`config.mk`:
```
export PLATFORM = sky130hd
export DESIGN_NAME = bank_sel_arbiter
export DESIGN_NICKNAME = d
export VERILOG_FILES = /design/src/rtl/bank_sel_arbiter.sv
export SDC_FILE = /design/constraint.sdc
export NUM_CORES = 1
export LEC_CHECK = 0
export BUFFER_PORTS_ARGS = -buffer_cell sky130_fd_sc_hd__buf_2
export CAP_MARGIN = 0
export CORE_ASPECT_RATIO = 0.5
export CORE_MARGIN = 8
export CORE_UTILIZATION = 49
export CTS_CLUSTER_SIZE = 14
export DETAILED_ROUTE_END_ITERATION = 7
export PLACE_DENSITY = 0.79
export SLEW_MARGIN = 10
export SYNTH_ARGS = -nofsm -noshare
export SYNTH_HDL_FRONTEND = slang
export SYNTH_SLANG_ARGS = --single-unit
```
`constraint.sdc`:
```
create_clock -name clk -period 2.54 [get_ports clk]
set_clock_uncertainty 0.05 [all_clocks]
set_input_delay 0.127 -clock clk [delete_from_list [all_inputs] [get_ports clk]]
set_output_delay 0.127 -clock clk [all_outputs]
set_load 0.02 [all_outputs]
```
`src/rtl/bank_sel_arbiter.sv`:
```
// bank_sel_arbiter: round-robin arbiter that hands the shared two-bank
// select/mode datapath to one of NREQ requesters for a programmed burst,
// then holds a settle gap before the next grant.
// Optional feature macro: ARB_LOCK_EN (adds the per-requester lock input).
module bank_sel_arbiter #(
    parameter int NREQ   = 4,
    parameter int MODE_W = 3,
    parameter int LEN_W  = 4,
    parameter int SETTLE = 2,
    localparam int ID_W  = $clog2(NREQ)
) (
    input  logic                     clk,
    input  logic                     rst_n,
    input  logic [NREQ-1:0]          req,
    input  logic [NREQ-1:0]          bank_in,
    input  logic [NREQ*MODE_W-1:0]   mode_in,
    input  logic [NREQ*LEN_W-1:0]    len_in,
    output logic [NREQ-1:0]          gnt,
    output logic                     busy,
    output logic                     dp_sel,
    output logic [MODE_W-1:0]        dp_mode,
    output logic                     dp_valid,
    output logic                     done,
    output logic [ID_W-1:0]          done_id
`ifdef ARB_LOCK_EN
    ,
    input  logic [NREQ-1:0]          lock
`endif
);

    typedef enum logic [1:0] {
        ST_IDLE,
        ST_RUN,
        ST_SETTLE
    } state_t;

    localparam logic [2:0]      SETTLE_CNT = 3'(SETTLE);
    localparam logic [ID_W-1:0] LAST_ID    = ID_W'(NREQ - 1);

    state_t            state, state_d;
    logic [ID_W-1:0]   ptr;        // round-robin start point
    logic [ID_W-1:0]   cur_id;     // owner of the current / last burst
    logic [LEN_W-1:0]  cnt;        // beats left in the burst
    logic [2:0]        scnt;       // settle cycles left
    logic              lock_hold;  // regrant cur_id at the next arbitration
    logic              lock_take;

    logic [ID_W-1:0]   win_id;
    logic [NREQ-1:0]   gnt_d;
    logic              win_bank;
    logic [MODE_W-1:0] win_mode;
    logic [LEN_W-1:0]  win_len;
    logic              arb_point;
    logic              grant_now;
    logic              burst_end;

`ifdef ARB_LOCK_EN
    assign lock_take = lock[cur_id] && req[cur_id];
`else
    assign lock_take = 1'b0;
`endif

    assign arb_point = (state == ST_IDLE) || ((state == ST_SETTLE) && (scnt == 3'd0));
    assign grant_now = arb_point && (|req);
    assign burst_end = (state == ST_RUN) && (cnt == LEN_W'(1));
    assign busy      = (state != ST_IDLE);

    // Winner: first asserted req scanning from ptr with wrap; a held lock overrides.
    always_comb begin
        int              idx;
        logic [ID_W-1:0] sel;
        // NOTE: every variable gets a default before any conditional write, so no latch is inferred.
        idx    = 0;
        sel    = '0;
        win_id = '0;
        // Descending scan: the last hit written is the nearest one after ptr.
        for (int i = NREQ - 1; i >= 0; i--) begin
            idx = int'(ptr) + i;
            if (idx >= NREQ) idx = idx - NREQ;
            sel = ID_W'(idx);
            if (req[sel]) win_id = sel;
        end
        if (lock_hold && req[cur_id]) win_id = cur_id;
    end

    // Mux the winner's sideband fields and build its one-hot grant.
    always_comb begin
        gnt_d    = '0;
        win_bank = 1'b0;
        win_mode = '0;
        win_len  = '0;
        for (int i = 0; i < NREQ; i++) begin
            if (ID_W'(i) == win_id) begin
                gnt_d[i] = 1'b1;
                win_bank = bank_in[i];
                win_mode = mode_in[i*MODE_W +: MODE_W];
                win_len  = len_in[i*LEN_W +: LEN_W];
            end
        end
    end

    // Next-state logic for the IDLE / RUN / SETTLE sequencer.
    always_comb begin
        state_d = state;
        case (state)
            ST_IDLE: begin
                if (grant_now) state_d = ST_RUN;
            end
            ST_RUN: begin
                if (burst_end) state_d = (SETTLE == 0) ? ST_IDLE : ST_SETTLE;
            end
            ST_SETTLE: begin
                if (scnt == 3'd0) state_d = grant_now ? ST_RUN : ST_IDLE;
            end
            default: state_d = ST_IDLE;
        endcase
    end

    // State register.
    always_ff @(posedge clk or negedge rst_n) begin
        // NOTE: sequential state uses non-blocking assignments so every register samples pre-edge values.
        if (!rst_n) state <= ST_IDLE;
        else        state <= state_d;
    end

    // Grant, datapath drive, burst/settle counters and completion pulse.
    always_ff @(posedge clk or negedge rst_n) begin
        if (!rst_n) begin
            gnt       <= '0;
            dp_sel    <= 1'b0;
            dp_mode   <= '0;
            dp_valid  <= 1'b0;
            done      <= 1'b0;
            done_id   <= '0;
            ptr       <= '0;
            cur_id    <= '0;
            cnt       <= '0;
            scnt      <= '0;
            lock_hold <= 1'b0;
        end else begin
            done <= 1'b0;
            if (grant_now) begin
                // Sideband inputs are captured here only; later changes are ignored.
                gnt       <= gnt_d;
                dp_sel    <= win_bank;
                dp_mode   <= win_mode;
                dp_valid  <= 1'b1;
                cur_id    <= win_id;
                cnt       <= (win_len == '0) ? LEN_W'(1) : win_len;
                lock_hold <= 1'b0;
            end else if (burst_end) begin
                gnt       <= '0;
                dp_valid  <= 1'b0;
                done      <= 1'b1;
                done_id   <= cur_id;
                cnt       <= '0;
                scnt      <= SETTLE_CNT;
                lock_hold <= lock_take;
                // A locked requester keeps the round-robin pointer where it is.
                if (!lock_take) ptr <= (cur_id == LAST_ID) ? '0 : cur_id + ID_W'(1);
            end else begin
                if (state == ST_RUN) cnt <= cnt - LEN_W'(1);
                if ((state == ST_SETTLE) && (scnt != 3'd0)) scnt <= scnt - 3'd1;
                // Arbitration point with nobody requesting drops any held lock.
                if (arb_point) lock_hold <= 1'b0;
            end
        end
    end

endmodule

```
==> impl_table.tex, run 1 <==
\begin{tabular}{lr}
\hline
Metric & Value \\
\hline
\multicolumn{2}{l}{\textbf{Clock tree}} \\
\quad Maximum count of clock buffers along a single path & 2 \\
\quad H-tree levels & 1 \\
\quad Clock network latency to the later pin of the worst-skew pair & 0.27 ns \\
\quad Clock buffer count from CTS & 3 \\
\quad Post-cts resize count & 0 \\
\quad Clock tree from TritonCTS & yes \\
\quad Buffer cell driving the clock tree root & clkbuf\_8 \\
\quad Reg clk slew, reported paths & 0.08 ns \\
\quad Clock Sinks & 25 \\
\multicolumn{2}{l}{\textbf{Worst setup path}} \\
\quad Most used cell along the critical path & mux2i\_1 \\
\quad Path type of the worst setup path & register to register \\
\quad Maximum fanout encountered on the critical timing path & 6 \\
\quad Biggest cell delay along the critical path & 0.49 ns \\
\quad Crit path max-delay cell type & dfrtp\_1 \\
\quad Sort of element at the start of the critical path & register \\
\quad Worst EP required & 2.70 ns \\
\quad Count of buffering cells on the critical path with inverters included & 1 \\
\quad Element type at the critical path end & register \\
\quad WP data arrival & 2.36 ns \\
\quad Delay-heaviest family, CP & multiplexers \\
\quad Critical path, cell by cell & mux2i\_1, nor2\_1, a311oi\_4, buf\_4, mux2i\_1, mux2i\_1, nor3\_1, o31a\_1 \\
\multicolumn{2}{l}{\textbf{Min path}} \\
\quad Worst hold-check path type & primary input to register \\
\multicolumn{2}{l}{\textbf{Floorplanning}} \\
\quad Die span in y & 54.29 um \\
\quad Chip Width & 92.57 um \\
\quad Number of top-level design ports & 51 \\
\quad Standard-cell row count & 14 \\
\quad Die area & 5025 um\^{}2 \\
\quad Placeable Area & 2890 um\^{}2 \\
\quad Initial Util & 0.4970 \\
\multicolumn{2}{l}{\textbf{Timing}} \\
\quad Achievable frequency & 454.9 MHz \\
\quad Final setup fails & 0 \\
\quad Final period demand of the worst path & 2.198 ns \\
\quad Worst Slack Setup Final & 0.3419 ns \\
\quad Max-slew headroom at the worst pin & 0.6263 \\
\quad Ratio of final minimum period to clock period & 0.8654 \\
\quad Total Negative Setup Slacks & 0 ns \\
\quad Worst-Margin Slew & 0.5606 ns \\
\quad RSZ-0062 raised after global routing & false \\
\quad Max Slew Vio Count & 0 \\
\quad Final hold violations & 0 \\
\quad Final Hold Slack & 0.2261 ns \\
\multicolumn{2}{l}{\textbf{Logic synthesis}} \\
\quad Netlist Area Pre-Place & 1436 um\^{}2 \\
\quad Number of enable-type register cells in the synthesized netlist & 0 \\
\quad Most area-consuming cells after synthesis & dfrtp\_1 (44\%), mux2i\_1 (10\%), nand2\_1 (6.8\%) \\
\quad Synthesized net count & 194 \\
\quad Flip-flop and latch count after synthesis & 25 \\
\quad Proportion of netlist area held by the largest area contributor & 0.4355 \\
\quad Sequential-to-total area share from yosys stat & 0.4355 \\
\quad Average cell area after synthesis & 9.512 um\^{}2 \\
\quad Warning count from the yosys run & 0 \\
\quad Number of distinct standard cells referenced by the synthesized netlist & 31 \\
\quad Most used flip-flop cell after synthesis & dfrtp\_1 \\
\quad Synth Instances & 151 \\
\quad Fraction of registers with async set/reset & 1.000 \\
\quad Area leader, netlist & dfrtp\_1 \\
\multicolumn{2}{l}{\textbf{Cells and area}} \\
\quad Area growth from synthesis to layout & 26.05\% \\
\quad Proportion of layout cells with a drive suffix above 1 & 0.3284 \\
\quad Diodes inserted & 0 \\
\quad Number of nets at the end of the flow & 248 \\
\multicolumn{2}{l}{\textbf{Placed design}} \\
\quad HPWL after detailed placement & 3028 um \\
\quad Setup slack after placement & 0.3393 ns \\
\quad Routability congestion estimate from global placement & 0.8850 \\
\quad PortBufs & 50 \\
\multicolumn{2}{l}{\textbf{Routing}} \\
\quad Detail-routed via count per cell & 5.279 \\
\quad DRC errors left & 0 \\
\quad 1st-iter DRT viols & 62 \\
\quad ANT nets after route & 0 \\
\quad Post-DR wirelength/cell & 15.68 um \\
\quad Overall via count from detail\_route & 1,288 \\
\quad Detailed-router iteration count before antenna repair & 4 \\
\quad Wire length after detailed routing & 3825 um \\
\multicolumn{2}{l}{\textbf{GRT}} \\
\quad GRT Total Usage & 0.1618 \\
\quad Wire length of the first global-routing pass & 6368 um \\
\quad Largest net degree at the start of global routing & 28 \\
\quad Number of global-route vias before repair & 1,336 \\
\quad Antenna violations before repair & 0 \\
\quad GRT overflow & 0 \\
\multicolumn{2}{l}{\textbf{Power and ir drop}} \\
\quad Areal power density over the cells & 1081 nW/um\^{}2 \\
\quad Leak & 0.9331 nW \\
\quad Maximum VDD drop & 0.0006028 V \\
\multicolumn{2}{l}{\textbf{Flow run}} \\
\quad Max capacitance violation total & 0 \\
\multicolumn{2}{l}{\textbf{Status}} \\
\quad Status & finished clean \\
\hline
\end{tabular}
==> worst paths after layout <==
kind                                        startpoint                endpoint  slack [ns]  cells after the start
worst max-delay path                ptr[1]$_DFFE_PN0P_      cnt[0]$_DFFE_PN0P_        0.34                      8
worst min-delay path                        bank_in[1]      dp_sel$_DFFE_PN0P_        0.23                      4
worst max register to register      ptr[1]$_DFFE_PN0P_      cnt[0]$_DFFE_PN0P_        0.34                      8
worst min register to register  done_id[1]$_DFFE_PN0P_  done_id[1]$_DFFE_PN0P_        0.43                      2
max in group asynchronous                        rst_n  dp_mode[2]$_DFFE_PN0P_        1.75                      2
min in group asynchronous                        rst_n    state[0]$_DFFE_PN0P_        0.32                      2
==> worst reg2reg max path: cells and delay by family (launching register included) <==
family,cells,cell delay [ns]
multiplexers,3,0.56
flip-flops,1,0.49
AO/OA/AOI/OAI,2,0.49
buffers and inverters,1,0.23
AND/OR/NAND/NOR,2,0.33
==> synth_stat cells, types with 2 or more instances <==
master    number
inv_1         10
or3_1          2
o211ai_1       2
nand2_1       26
nand3_1        4
dfrtp_1       25
a21oi_1        5
ha_1           5
a32o_1         2
nor2_1         9
o21ai_0       13
mux2i_1       15
clkbuf_1       4
mux2_2         7
nand2b_1       5
o31ai_1        2
==> sequential cells by signal, indices dropped and copies added (netlist names), 2 cells and up <==
name	count
cnt	4
cur_id	2
gnt	4
state	2
scnt	3
done_id	2
dp_mode	3
ptr	2
==> what timing repair did <==
action | in CTS | in global routing
hold buffers | 1 | 0
hold endpoints to repair | 25 | 0
setup buffers | 0 | 0
==> report_power, final <==
part           internal [mW]  switching, mW
clock                  0.112          0.121
combinational          0.431          0.584
sequential             0.571          0.138
==> metrics by stage <==
| step | utilization | instances | cell area [um^2] | power (mW) |
|---|---|---|---|---|
| after CTS | 0.6264 | 244 | 1810 | 1.964 |
| final | 0.6264 | 244 | 1810 | 1.956 |
| after floorplan | - | 151 | 1436 | 1.398 |
| after detailed placement | 0.6074 | 239 | 1755 | 1.725 |
| after global routing | 0.6264 | 244 | 1810 | 2.111 |
| after global placement | 0.6074 | 239 | 1755 | 1.657 |
==> layer usage <==
layer	track usage	part of all wire
met2	0.2765	0.46
met1	0.1843	0.45
met5	0	0
met4	0.05013	0.0099
met3	0.07250	0.077
==> final cells by class <==
class                      instances  area, um^2
clock buffer                       4       45.04
multi-input combinational        110       762.0
fill                             246        1080
timing repair buffer              55       290.3
sequential                        25       625.6
inverter                          10       37.54
tap                               40       50.05
==> cells in the final DEF (no fill, tap or decap) <==
cell	Yosys	final
dfrtp_1	25	25
o21ai_0	13	13
nand2b_1	5	5
a21o_1	1	1
o311ai_0	1	1
nand2_1	26	26
or4_1	1	1
mux2i_1	15	15
nand3_1	4	4
inv_1	10	10
nor2b_1	1	1
buf_2	0	50
or2_2	1	1
buf_4	1	4
o31a_1	1	1
a21boi_0	1	1
dlygate4sd3_1	0	1
a311oi_4	0	1
o31ai_1	2	2
clkbuf_8	0	3
nand4b_1	1	1
xnor2_1	1	1
clkbuf_1	4	1
nor3_1	1	1
nor2_1	9	9
or3_1	2	2
o211ai_1	2	2
a31oi_1	1	1
ha_1	5	5
mux2_2	7	7
a32o_1	2	2
a21oi_1	5	5
o41ai_4	0	1
==> kinds of logic after synthesis <==
logic type | after synthesis | share of synthesized area
simple gates | 51 | 0.1594
fa+ha+maj | 5 | 0.04355
mux | 22 | 0.1594
buf+inv | 16 | 0.04965
xor+xnor | 1 | 0.006099
compound gates | 31 | 0.1463
flops | 25 | 0.4355
Power figures use the tool's default switching activity.
==> run 2, diff against run 1 <==
==> constraint.sdc (replaced) <==
create_clock -name clk -period 2.35 [get_ports clk]
set_clock_uncertainty 0.05 [all_clocks]
set_input_delay 0.1175 -clock clk [delete_from_list [all_inputs] [get_ports clk]]
set_output_delay 0.1175 -clock clk [all_outputs]
set_load 0.02 [all_outputs]
==> run 2 against run 1 <==
Sequential power is 6.3% higher; clock-buffer cell count stayed put; via count is 3.3% lower; global-route usage is 1.0 points lower; die area stayed put; critical endpoint unchanged; largest cell class unchanged.
==> impl_table.tex, run 2 (synthesis gave the netlist of run 1 again) <==
\begin{tabular}{lr}
\hline
Metric & Value \\
\hline
\multicolumn{2}{l}{\textbf{Routing}} \\
\quad Detailed-router iteration count before antenna repair & 4 \\
\quad Overall via count from detail\_route & 1,245 \\
\quad Detail-routed via count per cell & 5.123 \\
\quad ANT nets after route & 0 \\
\quad Post-DR wirelength/cell & 15.14 um \\
\quad 1st-iter DRT viols & 50 \\
\quad Wire length after detailed routing & 3679 um \\
\quad DRC errors left & 0 \\
\multicolumn{2}{l}{\textbf{Timing}} \\
\quad Final Hold Slack & 0.2306 ns \\
\quad Final setup fails & 0 \\
\quad Max-slew headroom at the worst pin & 0.4175 \\
\quad Max Slew Vio Count & 0 \\
\quad Worst Slack Setup Final & 0.1841 ns \\
\quad Worst-Margin Slew & 0.8708 ns \\
\quad Total Negative Setup Slacks & 0 ns \\
\quad Ratio of final minimum period to clock period & 0.9217 \\
\quad Achievable frequency & 461.7 MHz \\
\quad RSZ-0062 raised after global routing & false \\
\quad Final period demand of the worst path & 2.166 ns \\
\quad Final hold violations & 0 \\
\multicolumn{2}{l}{\textbf{Worst setup path}} \\
\quad Crit path launch & ptr[1]\$\_DFFE\_PN0P\_ \\
\quad Crit path max-delay cell type & dfrtp\_2 \\
\quad Sort of element at the start of the critical path & register \\
\quad Element type at the critical path end & register \\
\quad Biggest cell delay along the critical path & 0.44 ns \\
\quad Most used cell along the critical path & nor2\_1 \\
\quad WP data arrival & 2.27 ns \\
\quad Path type of the worst setup path & register to register \\
\quad Maximum fanout encountered on the critical timing path & 21 \\
\quad Slack of the worst reg-to-reg path & 0.18 ns \\
\quad Reg-to-reg critical path startpoint & ptr[1]\$\_DFFE\_PN0P\_ \\
\quad Critical path, cell by cell & mux2i\_1, nor2\_1, a311oi\_4, buf\_12, mux2\_2, nor2\_1, a21oi\_1, o31a\_1 \\
\quad Worst EP required & 2.46 ns \\
\multicolumn{2}{l}{\textbf{Floorplanning}} \\
\quad Chip Width & 92.57 um \\
\quad Initial Util & 0.4970 \\
\quad Die span in y & 54.29 um \\
\quad Placeable Area & 2890 um\^{}2 \\
\quad Number of top-level design ports & 51 \\
\quad Standard-cell row count & 14 \\
\quad Die area & 5025 um\^{}2 \\
\multicolumn{2}{l}{\textbf{Clock tree}} \\
\quad H-tree levels & 1 \\
\quad Total setup buffers inserted after CTS & 0 \\
\quad Clock tree from TritonCTS & yes \\
\quad Clock Sinks & 25 \\
\quad Buffer cell driving the clock tree root & clkbuf\_8 \\
\quad Clock buffer count from CTS & 3 \\
\quad Clock network latency to the later pin of the worst-skew pair & 0.27 ns \\
\quad Reg clk slew, reported paths & 0.08 ns \\
\quad Maximum count of clock buffers along a single path & 2 \\
\multicolumn{2}{l}{\textbf{GRT}} \\
\quad Number of global-route vias before repair & 1,275 \\
\quad Wire length of the first global-routing pass & 6037 um \\
\quad Antenna violations before repair & 0 \\
\quad GRT overflow & 0 \\
\quad GRT Total Usage & 0.1515 \\
\quad Largest net degree at the start of global routing & 26 \\
\multicolumn{2}{l}{\textbf{Cells and area}} \\
\quad Area growth from synthesis to layout & 26.48\% \\
\quad Registers with the most flip-flops & cnt (4), gnt (4) \\
\quad Most common library cell in the layout ignoring fill and taps & buf\_2 \\
\quad Diodes inserted & 0 \\
\quad Highest-count cells in the layout ignoring fill and taps & buf\_2 (50), nand2\_1 (26), dfrtp\_1 (24) \\
\quad Number of nets at the end of the flow & 247 \\
\quad Fill count & 249 \\
\quad Proportion of layout cells with a drive suffix above 1 & 0.3300 \\
\multicolumn{2}{l}{\textbf{Status}} \\
\quad Status & finished clean \\
\multicolumn{2}{l}{\textbf{Min path}} \\
\quad Hold\_sp & len\_in[8] \\
\quad Worst hold-check path type & primary input to register \\
\multicolumn{2}{l}{\textbf{Flow run}} \\
\quad Max capacitance violation total & 0 \\
\multicolumn{2}{l}{\textbf{Power and ir drop}} \\
\quad Leak & 0.9314 nW \\
\quad Areal power density over the cells & 1159 nW/um\^{}2 \\
\quad Maximum VDD drop & 0.0006135 V \\
\multicolumn{2}{l}{\textbf{Placed design}} \\
\quad HPWL after detailed placement & 2934 um \\
\quad Routability congestion estimate from global placement & 0.8830 \\
\quad Setup slack after placement & 0.1472 ns \\
\quad PortBufs & 50 \\
\hline
\end{tabular}
## run 2: cell count changes in the layout (fill, tap and decap cells not counted)
cell and change:
buf_4 -2, buf_12 +1, dfrtp_1 -1, dfrtp_2 +1
## run 2: final cells by class
class / count / area [um^2] / share of cell area
Clock buffer: 4 / 45.04 / 0.02479
Inverter: 10 / 37.54 / 0.02066
Multi-Input combinational cell: 110 / 762.0 / 0.4194
Sequential cell: 25 / 626.9 / 0.3450
Tap cell: 40 / 50.05 / 0.02755
Timing Repair Buffer: 54 / 295.3 / 0.1625
## run 2: routing by layer
metal | global-route usage | up-vias | wire length [um]
met4 | 0.02375 | 0 | 17
met5 | 0 | - | 0
li1 | - | 632 | -
met1 | 0.1811 | 566 | 1611
met2 | 0.2647 | 44 | 1744
met3 | 0.05882 | 3 | 306
## run 2: path summary, 6_finish.rpt
kind                                               end  depth (start not counted)
worst max-delay path                cnt[0]$_DFFE_PN0P_                          8
worst min-delay path                cnt[0]$_DFFE_PN0P_                          4
worst max register to register      cnt[0]$_DFFE_PN0P_                          8
worst min register to register  done_id[0]$_DFFE_PN0P_                          2
max in group asynchronous           ptr[1]$_DFFE_PN0P_                          2
min in group asynchronous          scnt[2]$_DFFE_PN0P_                          2
## run 2: timing repair
item,in CTS,in global routing
hold buffers,1,0
endpoints found under the hold margin,25,0
setup endpoints to repair,0,1
gates resized for setup,0,1
## run 2: worst max-delay path, delay by kind of cell (launching register included)
kind	cells	cell delay (ns)
compound gates	3	0.59
buf+inv	1	0.22
flops	1	0.44
mux	2	0.58
simple gates	2	0.18
## run 2: power breakdown
group / internal, mW / total [mW] / leakage [nW] / switching [mW]
clock network: 0.121 / 0.252 / 0.0228 / 0.130
registers: 0.619 / 0.754 / 0.308 / 0.135
logic: 0.476 / 1.10 / 0.601 / 0.625
total: 1.22 / 2.11 / 0.931 / 0.891
## run 2: through the flow
step                instances  utilization  cell area (um^2)  power, mW
global placement          238       0.6091              1760      1.800
CTS                       243       0.6281              1815      2.127
global route              243       0.6286              1817      2.284
finish                    243       0.6286              1817      2.106
detailed placement        238       0.6091              1760      1.862
floorplan                 151            -              1436      1.511
==> run 3, diff against run 2 <==
==> constraint.sdc (replaced) <==
create_clock -name clk -period 2.35 [get_ports clk]
set_clock_uncertainty 0.05 [all_clocks]
set_input_delay 0.3525 -clock clk [delete_from_list [all_inputs] [get_ports clk]]
set_output_delay 0.3525 -clock clk [all_outputs]
set_load 0.02 [all_outputs]
==> run 3 against run 2 <==
The run now ends with negative hold slack left; register-to-register slack better by 0.05 ns; sequential share of layout area down 0.23 points; maximum frequency up 2.4%; setup slack better by 0.051 ns; global-route usage up 0.10 points; die area unchanged; critical path depth unchanged; critical endpoint unchanged; largest cell class unchanged.
==> impl_table.tex, run 3 (synthesis gave the netlist of run 1 again) <==
\begin{tabular}{lr}
\hline
Metric & Value \\
\hline
\multicolumn{2}{l}{\textbf{Timing}} \\
\quad Final setup fails & 0 \\
\quad Ratio of final minimum period to clock period & 0.9002 \\
\quad Final hold violations & 21 \\
\quad Max Slew Vio Count & 0 \\
\quad Max-slew headroom at the worst pin & 0.4886 \\
\quad Final period demand of the worst path & 2.115 ns \\
\quad Total Negative Setup Slacks & 0 ns \\
\quad RSZ-0062 raised after global routing & false \\
\quad Worst-Margin Slew & 0.7645 ns \\
\quad Achievable frequency & 472.7 MHz \\
\quad Final Hold Slack & -0.004561 ns \\
\multicolumn{2}{l}{\textbf{Status}} \\
\quad Violated checks & negative hold slack \\
\quad Status & finished with violations \\
\multicolumn{2}{l}{\textbf{Min path}} \\
\quad Worst hold-check path type & primary input to async pin \\
\multicolumn{2}{l}{\textbf{GRT}} \\
\quad Met2 capacity usage during global routing & 0.2741 \\
\quad GRT overflow & 0 \\
\quad Wire length of the first global-routing pass & 6120 um \\
\quad Met1 demand-to-capacity share in global routing & 0.1732 \\
\quad Met3 demand-to-capacity share in global routing & 0.06293 \\
\quad Number of global-route vias before repair & 1,381 \\
\quad Most utilized layer in the global route result & met2 \\
\quad GRT Total Usage & 0.1525 \\
\quad Largest net degree at the start of global routing & 26 \\
\quad Antenna violations before repair & 0 \\
\multicolumn{2}{l}{\textbf{Cells and area}} \\
\quad Number of nets at the end of the flow & 248 \\
\quad Diodes inserted & 0 \\
\quad Proportion of layout cells with a drive suffix above 1 & 0.3382 \\
\quad Most common library cell in the layout ignoring fill and taps & buf\_2 \\
\quad Registers with the most flip-flops & cnt (4), gnt (4) \\
\quad Area growth from synthesis to layout & 27.09\% \\
\quad Non-filler cells, final & 244 \\
\quad Highest-count cells in the layout ignoring fill and taps & buf\_2 (50), nand2\_1 (26), dfrtp\_1 (25) \\
\multicolumn{2}{l}{\textbf{Clock tree}} \\
\quad Clock buffer count from CTS & 3 \\
\quad Clock network latency to the later pin of the worst-skew pair & 0.27 ns \\
\quad Clock Sinks & 25 \\
\quad Reg clk slew, reported paths & 0.09 ns \\
\quad H-tree levels & 1 \\
\quad Clock tree from TritonCTS & yes \\
\quad Post-cts hold buffer count & 0 \\
\quad Buffer cell driving the clock tree root & clkbuf\_8 \\
\quad Maximum count of clock buffers along a single path & 2 \\
\quad Post-cts resize count & 0 \\
\quad Total setup buffers inserted after CTS & 0 \\
\multicolumn{2}{l}{\textbf{Worst setup path}} \\
\quad Path type of the worst setup path & register to register \\
\quad Maximum fanout encountered on the critical timing path & 21 \\
\quad Element type at the critical path end & register \\
\quad WP data arrival & 2.23 ns \\
\quad Sort of element at the start of the critical path & register \\
\quad Worst EP required & 2.47 ns \\
\multicolumn{2}{l}{\textbf{Floorplanning}} \\
\quad Initial Util & 0.4970 \\
\quad Die span in y & 54.29 um \\
\quad Die area & 5025 um\^{}2 \\
\quad Chip Width & 92.57 um \\
\quad Number of top-level design ports & 51 \\
\quad Placeable Area & 2890 um\^{}2 \\
\quad Standard-cell row count & 14 \\
\multicolumn{2}{l}{\textbf{Routing}} \\
\quad DRC errors left & 0 \\
\quad Overall via count from detail\_route & 1,267 \\
\quad Post-DR wirelength/cell & 15.34 um \\
\quad ANT nets after route & 0 \\
\quad 1st-iter DRT viols & 65 \\
\quad Detailed-router iteration count before antenna repair & 4 \\
\quad Detail-routed via count per cell & 5.193 \\
\quad Wire length after detailed routing & 3743 um \\
\multicolumn{2}{l}{\textbf{Placed design}} \\
\quad Placed cells & 240 \\
\quad HPWL after detailed placement & 2903 um \\
\quad Routability congestion estimate from global placement & 0.8153 \\
\quad PortBufs & 50 \\
\multicolumn{2}{l}{\textbf{Power and ir drop}} \\
\quad Leak & 0.9414 nW \\
\quad Post-layout total power & 2.163 mW \\
\quad Areal power density over the cells & 1185 nW/um\^{}2 \\
\quad Maximum VDD drop & 0.0006375 V \\
\multicolumn{2}{l}{\textbf{Flow run}} \\
\quad Max capacitance violation total & 0 \\
\hline
\end{tabular}
==> run 3: worst paths after layout <==
| kind | from | endpoint | slack [ns] | cells past startpoint |
|---|---|---|---|---|
| worst max-delay path | ptr[1]$_DFFE_PN0P_ | cnt[0]$_DFFE_PN0P_ | 0.23 | 8 |
| worst min-delay path | rst_n | dp_valid$_DFFE_PN0P_ | -0.005 | 1 |
| worst max register to register | ptr[1]$_DFFE_PN0P_ | cnt[0]$_DFFE_PN0P_ | 0.23 | 8 |
| worst min register to register | done_id[1]$_DFFE_PN0P_ | done_id[1]$_DFFE_PN0P_ | 0.44 | 2 |
| max in group asynchronous | rst_n | gnt[2]$_DFFE_PN0P_ | 1.90 | 1 |
| min in group clk | req[2] | state[0]$_DFFE_PN0P_ | 0.44 | 3 |
==> run 3: power breakdown <==
| group | switching, mW | leakage (nW) | internal, mW | total (mW) |
|---|---|---|---|---|
| sequential | 0.135 | 0.309 | 0.617 | 0.752 |
| clock | 0.149 | 0.0261 | 0.124 | 0.273 |
| combinational | 0.645 | 0.606 | 0.493 | 1.14 |
==> run 3: through the flow <==
stage	util	setup slack, ns	area (um^2)	hold slack, ns
after floorplan	-	0.2691	1436	0.006909
after global placement	0.6143	0.2740	1775	0.3084
after detailed placement	0.6143	0.2105	1775	0.3134
after CTS	0.6316	0.2521	1826	0.01186
after global routing	0.6316	0.1111	1826	0.02665
final	0.6316	0.2346	1826	-0.004561
==> run 3: layout make-up <==
cell class | instances | area (um^2)
Clock inverter | 1 | 8.758
Tap cell | 40 | 50.05
Sequential cell | 25 | 625.6
Inverter | 10 | 37.54
Fill cell | 238 | 1065
Multi-Input combinational cell | 110 | 762.0
Timing Repair Buffer | 55 | 300.3
Clock buffer | 3 | 41.29
==> run 3: critical path, stage by stage (launching register included) <==
cell and delay [ns]:
dfrtp_1 0.42, mux2i_1 0.20, nor2_1 0.08, a311oi_4 0.31, buf_12 0.21, mux2_2 0.34, nor2_1 0.09, a21oi_1 0.05
o31a_1 0.24
==> run 3: routing by layer <==
layer	part of all wire	vias to the layer above	wire (um)
met5	0	-	0
met4	0	0	0
met3	0.076	0	284
met2	0.47	45	1755
met1	0.45	591	1703
li1	-	631	-
